## src/rtl/dmem_arb_pkg.sv

```systemverilog
// Shared constants and types for the dmem two-port arbiter.
// Latency: none (declarations only).
// Backpressure: none (declarations only).
package dmem_arb_pkg;

  // Requester identities
  localparam logic PORT_CPU = 1'b0;
  localparam logic PORT_LDR = 1'b1;

  // Arbitration policies
  localparam int PRIO_RR    = 0;
  localparam int PRIO_FIXED = 1;

  // Current lock owner of the memory port
  typedef enum logic [1:0] {
    OWN_NONE = 2'd0,
    OWN_P0   = 2'd1,
    OWN_P1   = 2'd2
  } owner_e;

  // One slot of the read-return pipeline: is it a read, and who asked for it
  typedef struct packed {
    logic vld;
    logic id;
  } rd_tag_t;

endpackage

```

## src/rtl/dmem_arb_rdpipe.sv

```systemverilog
// Read-return tag pipeline: tracks which port owns each outstanding read.
// Latency: DEPTH cycles from i_tag to o_tag.
// Backpressure: none; shifts every cycle and never stalls.
module dmem_arb_rdpipe
  import dmem_arb_pkg::*;
#(
  parameter int DEPTH = 1
) (
  input  logic    clock,
  input  logic    reset,
  input  rd_tag_t i_tag,
  output rd_tag_t o_tag
);

  rd_tag_t r_pipe [DEPTH];

  // Shift one tag per cycle; reset discards every outstanding read
  always_ff @(posedge clock or negedge reset) begin
    if (!reset) begin
      for (int i = 0; i < DEPTH; i++) begin
        r_pipe[i] <= '0;
      end
    end else begin
      r_pipe[0] <= i_tag;
      for (int i = 1; i < DEPTH; i++) begin
        r_pipe[i] <= r_pipe[i-1];
      end
    end
  end

  assign o_tag = r_pipe[DEPTH-1];

endmodule

```

## src/rtl/dmem_arbiter.sv

```systemverilog
// Two-port arbiter in front of the single-port dmem syncram (CPU = port 0, loader = port 1).
// Latency: grant and memory drive are combinational; read data returns READ_LATENCY cycles after grant.
// Backpressure: an ungranted requester simply keeps its request up; a lock holds ownership while req stays high.
module dmem_arbiter
  import dmem_arb_pkg::*;
#(
  parameter int ADDR_W       = 12,
  parameter int DATA_W       = 32,
  parameter int READ_LATENCY = 1,   // legal range 1..4
  parameter int PRIO_MODE    = 0    // 0 round-robin, 1 port 0 always wins
) (
  input  logic              clock,
  input  logic              reset,
  // port 0: processor
  input  logic              req0,
  input  logic              we0,
  input  logic              lock0,
  input  logic [ADDR_W-1:0] addr0,
  input  logic [DATA_W-1:0] wdata0,
  output logic              gnt0,
  output logic              rvalid0,
  output logic [DATA_W-1:0] rdata0,
  // port 1: loader / debug
  input  logic              req1,
  input  logic              we1,
  input  logic              lock1,
  input  logic [ADDR_W-1:0] addr1,
  input  logic [DATA_W-1:0] wdata1,
  output logic              gnt1,
  output logic              rvalid1,
  output logic [DATA_W-1:0] rdata1,
  // dmem side
  output logic [ADDR_W-1:0] address_dmem,
  output logic [DATA_W-1:0] data,
  output logic              wren,
  input  logic [DATA_W-1:0] q_dmem
);

  localparam bit FIXED_PRIO = (PRIO_MODE == PRIO_FIXED);

  owner_e            r_owner;
  logic              r_last_winner;
  logic [ADDR_W-1:0] r_addr;
  logic [DATA_W-1:0] r_data;

  logic    w_gnt0;
  logic    w_gnt1;
  rd_tag_t w_push_tag;
  rd_tag_t w_pop_tag;

  // Grant decision: a locked owner keeps the port, otherwise arbitrate on the live requests.
  // Grants are forced low while reset is asserted so nothing reaches the memory.
  always_comb begin
    w_gnt0 = 1'b0;
    w_gnt1 = 1'b0;
    if (reset) begin
      if (r_owner == OWN_P0 && req0) begin
        w_gnt0 = 1'b1;
      end else if (r_owner == OWN_P1 && req1) begin
        w_gnt1 = 1'b1;
      end else if (req0 && req1) begin
        if (FIXED_PRIO) begin
          w_gnt0 = 1'b1;
        end else if (r_last_winner == PORT_CPU) begin
          w_gnt1 = 1'b1;
        end else begin
          w_gnt0 = 1'b1;
        end
      end else begin
        w_gnt0 = req0;
        w_gnt1 = req1;
      end
    end
  end

  // Memory-side mux: the winner drives the syncram; when idle the bus parks on the last access
  always_comb begin
    address_dmem = r_addr;
    data         = r_data;
    wren         = 1'b0;
    if (w_gnt0) begin
      address_dmem = addr0;
      data         = wdata0;
      wren         = we0;
    end else if (w_gnt1) begin
      address_dmem = addr1;
      data         = wdata1;
      wren         = we1;
    end
  end

  // Fairness history and parked bus values follow whichever port was granted
  always_ff @(posedge clock or negedge reset) begin
    if (!reset) begin
      r_last_winner <= PORT_LDR;
      r_addr        <= '0;
      r_data        <= '0;
    end else if (w_gnt0) begin
      r_last_winner <= PORT_CPU;
      r_addr        <= addr0;
      r_data        <= wdata0;
    end else if (w_gnt1) begin
      r_last_winner <= PORT_LDR;
      r_addr        <= addr1;
      r_data        <= wdata1;
    end
  end

  // Ownership only survives while the owner keeps both req and lock high on a granted cycle
  always_ff @(posedge clock or negedge reset) begin
    if (!reset) begin
      r_owner <= OWN_NONE;
    end else if (w_gnt0 && lock0) begin
      r_owner <= OWN_P0;
    end else if (w_gnt1 && lock1) begin
      r_owner <= OWN_P1;
    end else begin
      r_owner <= OWN_NONE;
    end
  end

  // Tag each granted read with its port so the returning q_dmem can be steered
  always_comb begin
    w_push_tag.vld = (w_gnt0 && !we0) || (w_gnt1 && !we1);
    w_push_tag.id  = w_gnt1 ? PORT_LDR : PORT_CPU;
  end

  dmem_arb_rdpipe #(
    .DEPTH (READ_LATENCY)
  ) u_rdpipe (
    .clock (clock),
    .reset (reset),
    .i_tag (w_push_tag),
    .o_tag (w_pop_tag)
  );

  assign gnt0    = w_gnt0;
  assign gnt1    = w_gnt1;
  assign rvalid0 = w_pop_tag.vld && (w_pop_tag.id == PORT_CPU);
  assign rvalid1 = w_pop_tag.vld && (w_pop_tag.id == PORT_LDR);
  assign rdata0  = q_dmem;
  assign rdata1  = q_dmem;

endmodule
```

## config.mk

```make
export PLATFORM = sky130hd
export DESIGN_NAME = dmem_arbiter
export DESIGN_NICKNAME = d
export VERILOG_FILES = /design/src/rtl/dmem_arb_pkg.sv /design/src/rtl/dmem_arb_rdpipe.sv /design/src/rtl/dmem_arbiter.sv
export SDC_FILE = /design/constraint.sdc
export NUM_CORES = 1
export LEC_CHECK = 0
export CAP_MARGIN = 30
export CORE_AREA = 2 2 98 100
export CTS_CLUSTER_SIZE = 10
export DETAILED_ROUTE_END_ITERATION = 7
export DIE_AREA = 0 0 100 102
export MAX_ROUTING_LAYER = met4
export PLACE_DENSITY = 0.81
export SLEW_MARGIN = 15
export SYNTH_ARGS = -nofsm -noshare
export SYNTH_HDL_FRONTEND = slang
export SYNTH_SLANG_ARGS = --single-unit
```

## constraint.sdc

```tcl
create_clock -name clock -period 2.8 [get_ports clock]
set_clock_uncertainty 0.2 [all_clocks]
set_input_delay 0.7 -clock clock [delete_from_list [all_inputs] [get_ports clock]]
set_output_delay 0.7 -clock clock [all_outputs]
set_load 0.02 [all_outputs]
```

After elaboration in Yosys (flattened, before gate mapping)
Index checks and enable logic that the tools add are counted.
{"block": "classes", "bitwise_logic": 1, "n_mul": 0, "order_cmp": 0, "div_mod_pow": 0, "muxes": 21, "n_reduce_logical": 13, "n_shift": 0, "n_addsub": 0, "n_eq_ne": 2}
{"op": "2-to-1 mux 32 bit", "count": 2}
{"op": "2-to-1 mux 12 bit", "count": 2}
{"op": "2-to-1 mux 1 bit", "count": 15}
{"op": "logical AND 1 bit", "count": 9}
{"op": "2-to-1 mux 2 bit", "count": 2}
{"op": "== test 2 x 1 -> 1 bit (second input constant)", "count": 1}
{"op": "== test 2 bit (second input constant)", "count": 1}
{"op": "zero test 1 bit", "count": 2}
{"op": "nonzero test 2 bit", "count": 1}
{"op": "logical OR 1 bit", "count": 1}
{"op": "inverter 1 bit", "count": 1}
{"block": "totals", "latchBits": 0, "n_memories": 0, "ram_bits": 0, "word_cells": 43, "mem_bits_ro": 0, "ff_bits": 49}

Logic depth before layout (Yosys ltp)
{"block": "logic_depth", "depth_word": 8, "ltp_mapped": 7}

By module
Synthesis repeated with hierarchy kept, for this count alone.
{"block": "unflattened", "cells_unflattened": 228, "hier_area_um2": 3012.9}
{"module": "dmem_arbiter", "seq_area_each_um2": 1177.4, "cells_each": 226, "area_per_inst_um2": 2962.8, "instances": 1}
{"module": "dmem_arb_rdpipe", "seq_area_each_um2": 50.0, "cells_each": 2, "area_per_inst_um2": 50.0, "instances": 1}

Worst setup path after synthesis
No wires, ideal clock.
{"block": "synth_timing", "kind": "input to output", "startpoint": "input req0", "endpoint": "output address_dmem[0]", "path_buffers": 1, "arrival_time_ns": 1.948, "slack_ns": -0.048, "path_stages": 5, "cell_sequence": "nand2_1 o2111ai_4 buf_6 mux2_4 mux2_2"}
{"block": "synth_between", "elab_chain_cells": 7, "word_cells_on_any_way": 12, "classes_between": "mux (10); reduce/logical (2)"}
{"element": "start, declared", "line": "dmem_arbiter.sv:15", "rtl": "input logic req0,"}
{"element": "logical AND 1 bit", "line": "dmem_arbiter.sv:61", "rtl": "end else if (req0 && req1) begin"}
{"element": "2-to-1 mux 1 bit", "line": "dmem_arbiter.sv:61"}
{"element": "2-to-1 mux 1 bit", "line": "dmem_arbiter.sv:59", "rtl": "end else if (r_owner == OWN_P1 && req1) begin"}
{"element": "2-to-1 mux 1 bit", "line": "dmem_arbiter.sv:57", "rtl": "if (r_owner == OWN_P0 && req0) begin"}
{"element": "2-to-1 mux 1 bit", "line": "dmem_arbiter.sv:56", "rtl": "if (reset) begin"}
{"element": "2-to-1 mux 12 bit", "line": "dmem_arbiter.sv:85", "rtl": "end else if (w_gnt1) begin"}
{"element": "2-to-1 mux 12 bit *"}
{"element": "end, declared", "line": "dmem_arbiter.sv:33", "rtl": "output logic [ADDR_W-1:0] address_dmem,"}
Mark *: on every way between the ends. The rest lies on a longest branch, timed or not.

Worst setup path after layout
{"block": "layout_timing", "startpoint": "register r_last_winner", "endpoint": "output data[30]"}
{"block": "layout_between", "elab_chain_cells": 7, "word_cells_on_any_way": 12, "classes_between": "mux (12)"}
{"element": "start, declared", "line": "dmem_arbiter.sv:42", "rtl": "logic r_last_winner;"}
{"element": "start signal, assigned", "line": "dmem_arbiter.sv:95", "rtl": "r_last_winner <= PORT_LDR;"}
{"element": "start signal, assigned", "line": "dmem_arbiter.sv:99", "rtl": "r_last_winner <= PORT_CPU;"}
{"element": "start signal, assigned", "line": "dmem_arbiter.sv:103", "rtl": "r_last_winner <= PORT_LDR;"}
{"element": "2-to-1 mux 1 bit", "line": "dmem_arbiter.sv:64", "rtl": "end else if (r_last_winner == PORT_CPU) begin"}
{"element": "2-to-1 mux 1 bit", "line": "dmem_arbiter.sv:61"}
{"element": "2-to-1 mux 1 bit", "line": "dmem_arbiter.sv:59"}
{"element": "2-to-1 mux 1 bit", "line": "dmem_arbiter.sv:57"}
{"element": "2-to-1 mux 1 bit", "line": "dmem_arbiter.sv:56"}
{"element": "2-to-1 mux 32 bit", "line": "dmem_arbiter.sv:85"}
{"element": "2-to-1 mux 32 bit *", "line": "dmem_arbiter.sv:81", "rtl": "if (w_gnt0) begin"}
{"element": "end, declared", "line": "dmem_arbiter.sv:34", "rtl": "output logic [DATA_W-1:0] data,"}
Marked as above.

==> metrics.txt <==
# TYPE chip_impl_metric gauge
chip_impl_metric{name="dieWidth",unit="um"} 100
chip_impl_metric{name="total_core_area",unit="um2"} 9110
chip_impl_metric{name="cp_max_fo",unit=""} 7
chip_impl_metric{name="synthesis.area",unit="um2"} 3040
chip_impl_metric{name="totalWireLength",unit="um"} 7930
chip_impl_metric{name="total_of_flip_flops_plus_latches_after_synthesis",unit=""} 49
chip_impl_metric{name="drv_cap",unit=""} 0
chip_impl_metric{name="cts_sinks",unit=""} 49
chip_impl_metric{name="leakagePower",unit="uW"} 0.00229
chip_impl_metric{name="detailroute.via_count",unit=""} 2044
chip_impl_metric{name="shortest_clock_period_the_worst_path_allows_after_layout",unit="ns"} 3.13
chip_impl_info{name="synth.top_cells.by_area",value="sky130_fd_sc_hd__dfrtp_1 40%, sky130_fd_sc_hd__mux2_4 19%, sky130_fd_sc_hd__mux2_2 19%"} 1
chip_impl_info{name="run_status",value="finished, violations left"} 1
chip_impl_metric{name="grt_usage",unit="%"} 15.2
chip_impl_metric{name="netlist_instances",unit=""} 227
chip_impl_metric{name="ir_drop",unit="mV"} 0.283
chip_impl_metric{name="yosys.area_share.adder",unit="%"} 0
chip_impl_metric{name="yosysWarnings",unit=""} 0
chip_impl_metric{name="syn2layout_area_growth",unit="%"} 51.8
chip_impl_info{name="synth_area_leader_cell",value="sky130_fd_sc_hd__dfrtp_1"} 1
chip_impl_metric{name="first_global_vias",unit=""} 2309
chip_impl_metric{name="fmax",unit="MHz"} 320
chip_impl_info{name="synth-main-ff-cell",value="sky130_fd_sc_hd__dfrtp_1"} 1
chip_impl_metric{name="post_route_cells_drive_above_1_share",unit="%"} 52.8
chip_impl_info{name="worstSetupEndpointType",value="primary output"} 1
chip_impl_info{name="synth_most_common_cell",value="sky130_fd_sc_hd__buf_4"} 1
chip_impl_info{name="min_path_type",value="in -> async"} 1
chip_impl_metric{name="r2r_slack",unit="ns"} 0.58
chip_impl_info{name="setup.worst_path.class",value="reg -> out"} 1
chip_impl_metric{name="cts_max_level",unit=""} 2
chip_impl_metric{name="cellInternalPower",unit="uW"} 1890
chip_impl_metric{name="fp.dieArea",unit="um2"} 10200
chip_impl_metric{name="cts-root-to-sink-buffers",unit=""} 2
chip_impl_metric{name="slew_headroom",unit="%"} 61.8
chip_impl_metric{name="setup_viol",unit=""} 46
chip_impl_metric{name="synth_nets",unit=""} 355
chip_impl_metric{name="viasPerCell",unit=""} 4.57
chip_impl_metric{name="initial_utilization",unit="%"} 33.4
chip_impl_metric{name="synth_simple_gate_area_share",unit="%"} 2.02
chip_impl_info{name="critPathSlowestCell",value="sky130_fd_sc_hd__dfstp_2"} 1
chip_impl_info{name="worst_path_dominant_cell_family",value="multiplexers"} 1
chip_impl_metric{name="grt_first_pass_wirelength",unit="um"} 11600
chip_impl_metric{name="share_of_the_synthesized_netlist_area_taken_by_xor_and_xnor_gates",unit="%"} 0
chip_impl_metric{name="remaining_number_of_nets_flagged_by_the_antenna_check_after_routing",unit=""} 0
chip_impl_info{name="tritoncts",value="yes"} 1
chip_impl_metric{name="syn_avg_cell_area",unit="um2"} 13.4
chip_impl_metric{name="fraction_of_the_mapped_netlist_area_in_compound_gates",unit="%"} 1.89
chip_impl_metric{name="chipHeight",unit="um"} 102
chip_impl_metric{name="nNetsFinal",unit=""} 462
chip_impl_metric{name="layoutNonFillerInstCount",unit=""} 447
chip_impl_metric{name="portBuffers",unit=""} 144
chip_impl_info{name="netlist_top_cells_count",value="65 x sky130_fd_sc_hd__buf_4, 50 x sky130_fd_sc_hd__mux2_2, 48 x sky130_fd_sc_hd__dfrtp_1, 38 x sky130_fd_sc_hd__mux2_4, 4 x sky130_fd_sc_hd__buf_6"} 1
chip_impl_metric{name="critPathRequiredTime",unit="ns"} 1.90
chip_impl_metric{name="grt.overflow.total",unit=""} 0
chip_impl_info{name="violations",value="setup timing"} 1
chip_impl_metric{name="seq_power_share",unit="%"} 33.8
chip_impl_metric{name="power_switching_share",unit="%"} 30.2
chip_impl_metric{name="clkSlewWorstSetupHoldPaths",unit="ns"} 0.08
chip_impl_metric{name="drv_slew",unit=""} 0
chip_impl_metric{name="worst-slew-pin-transition",unit="ns"} 0.573
chip_impl_metric{name="number_of_filler_cells_placed_in_the_layout",unit=""} 810
chip_impl_metric{name="cts_buffers",unit=""} 5
chip_impl_metric{name="post_drt_wl_per_cell",unit="um"} 17.7
chip_impl_metric{name="power_per_cell_area",unit="nW/um2"} 586
chip_impl_info{name="synth_top_family_by_area",value="multiplexers"} 1
chip_impl_metric{name="pin_count_of_the_biggest_net_entering_global_routing",unit=""} 43
chip_impl_info{name="setup.worst_path.start_class",value="flop"} 1
chip_impl_metric{name="arrival",unit="ns"} 2.23
chip_impl_info{name="grt_setup_unrepaired",value="yes"} 1
chip_impl_metric{name="synth_top_area_share",unit="%"} 39.5
chip_impl_metric{name="cts_hold_buffers",unit=""} 0
chip_impl_metric{name="ioPinCount",unit=""} 241
chip_impl_metric{name="cp_num_buf_inv",unit=""} 3
chip_impl_info{name="critPathLaunch",value="r_last_winner$_DFFE_PN1P_"} 1
chip_impl_info{name="clock_tree.root_cell",value="sky130_fd_sc_hd__clkbuf_8"} 1
chip_impl_metric{name="place_hpwl",unit="um"} 5740
chip_impl_metric{name="drc",unit=""} 0
chip_impl_metric{name="setup_slack",unit="ns"} -0.329
chip_impl_metric{name="worst_hold_margin",unit="ns"} 0.207
chip_impl_metric{name="finalPower",unit="uW"} 2700
chip_impl_metric{name="async_reset_ff_share",unit="%"} 100
chip_impl_metric{name="share_clk_of_total_power",unit="%"} 15.2
chip_impl_metric{name="antenna_found_initial",unit=""} 1
chip_impl_metric{name="post_synth_edffs",unit=""} 0
chip_impl_metric{name="insertion_delay",unit="ns"} 0.29
chip_impl_metric{name="finalWeightedCongestion",unit=""} 0.717
chip_impl_metric{name="post_synth_mux_area_share",unit="%"} 37.3
chip_impl_metric{name="hold_viol",unit=""} 0
chip_impl_info{name="path_cells",value="nor2b_4 > o2111ai_4 > buf_6 > buf_12 > mux2_4 > mux2_4 > buf_6"} 1
chip_impl_info{name="r2r_start",value="r_last_winner$_DFFE_PN1P_"} 1
chip_impl_metric{name="numPlacedInstances",unit=""} 430
chip_impl_metric{name="std_cell_rows",unit=""} 35
chip_impl_metric{name="p_switching",unit="uW"} 815
chip_impl_metric{name="drt_iter0_drc",unit=""} 42
chip_impl_metric{name="ys_seq_area_share",unit="%"} 40.4
chip_impl_metric{name="worst_setup_slack_after_placement",unit="ns"} -1.15
chip_impl_metric{name="post_synthesis_cell_type_count",unit=""} 20
chip_impl_metric{name="power.combinational.fraction",unit="%"} 51.0
chip_impl_metric{name="first_pass_iters",unit=""} 4
chip_impl_metric{name="crit_path_max_incr_delay",unit="ns"} 0.57
chip_impl_metric{name="period_utilization",unit="%"} 112
worst register-to-register path: stages, from the launching register on:
cell and delay, ns:
sky130_fd_sc_hd__dfstp_2 0.57, sky130_fd_sc_hd__nor2b_4 0.05, sky130_fd_sc_hd__o2111ai_4 0.28, sky130_fd_sc_hd__buf_6 0.19, sky130_fd_sc_hd__buf_12 0.14, sky130_fd_sc_hd__mux2_4 0.30
sky130_fd_sc_hd__mux2_4 0.27, sky130_fd_sc_hd__buf_4 0.13
what timing repair did:
item | CTS | global route
gates resized for setup | 245 | 20
setup buffers | 6 | 3
setup endpoints to repair | 47 | 47
gates cloned | 3 | 0
pin swaps | 3 | 1
power groups by stage:
stage / clock network [uW] / registers, uW / logic [uW]
after global routing: 466 / 931 / 1450
after global placement: 0 / 916 / 1330
after floorplan: 0 / 909 / 898
after detailed placement: 0 / 927 / 1340
after CTS: 439 / 913 / 1360
final: 410 / 914 / 1380
registers in the layout, indices dropped and copies added, names as in the netlist:
signal,cells
u_rdpipe.o_tag,2
r_last_winner,1
r_data,32
r_owner,2
r_addr,12
layer usage:
metal / track usage [%] / vias to the layer above / part of all wire [%]
met4: 4.85 / 0 / 1.6
met3: 3.90 / 15 / 8.7
met2: 28.1 / 125 / 53
met5: - / - / 0
li1: - / 925 / -
met1: 15.8 / 979 / 36
final timing paths:
path                                             end  cells past startpoint
worst min-delay path             r_addr[4]$_DFF_PN0_                      2
worst max register to register  r_data[24]$_DFF_PN0_                      7
max in group asynchronous       r_addr[10]$_DFF_PN0_                      2
min in group clock               r_data[8]$_DFF_PN0_                      2
worst max-delay path                        data[30]                      7
worst min register to register   r_data[8]$_DFF_PN0_                      2
kinds of logic (layout without fill, tap and decap cells):
group                  after synthesis  after routing
buffers and inverters               75            183
AOI/OAI and AO/OA                    5              5
muxes                               88             88
and+or+nand+nor                     10             10
DFF                                 49             49
other                                0              1
metrics by stage:
stage	utilization (%)	area, um2	setup TNS (ns)
detailed placement	48.9	4450	-51.20
CTS	50.5	4600	-16.17
floorplan	-	3190	-0.151
finish	50.6	4610	-12.20
global route	50.6	4610	-16.85
global placement	48.9	4450	-49.41
cells in the final DEF, fill, tap and decap left out, types with 2 or more instances in the layout:
master	n
sky130_fd_sc_hd__clkdlybuf4s50_1	94
sky130_fd_sc_hd__mux2_4	88
sky130_fd_sc_hd__dfrtp_1	48
sky130_fd_sc_hd__buf_6	27
sky130_fd_sc_hd__buf_4	24
sky130_fd_sc_hd__buf_2	18
sky130_fd_sc_hd__buf_12	6
sky130_fd_sc_hd__clkbuf_8	5
sky130_fd_sc_hd__and2_1	3
sky130_fd_sc_hd__inv_1	2
sky130_fd_sc_hd__nand2b_1	2
sky130_fd_sc_hd__clkbuf_1	2
sky130_fd_sc_hd__clkdlybuf4s15_2	2
cell type report:
cell class	instances	area, um2	share of cell area [%]
tap	111	139	3.01
multi-input combinational	103	1460	31.7
antenna	1	2.50	0.0542
clock buffer	7	76.3	1.65
timing repair buffer	173	1690	36.7
inverter	2	7.51	0.163
clock inverter	1	5.00	0.108
sequential	49	1230	26.6
Note: power is estimated with default switching activity, not from simulation.
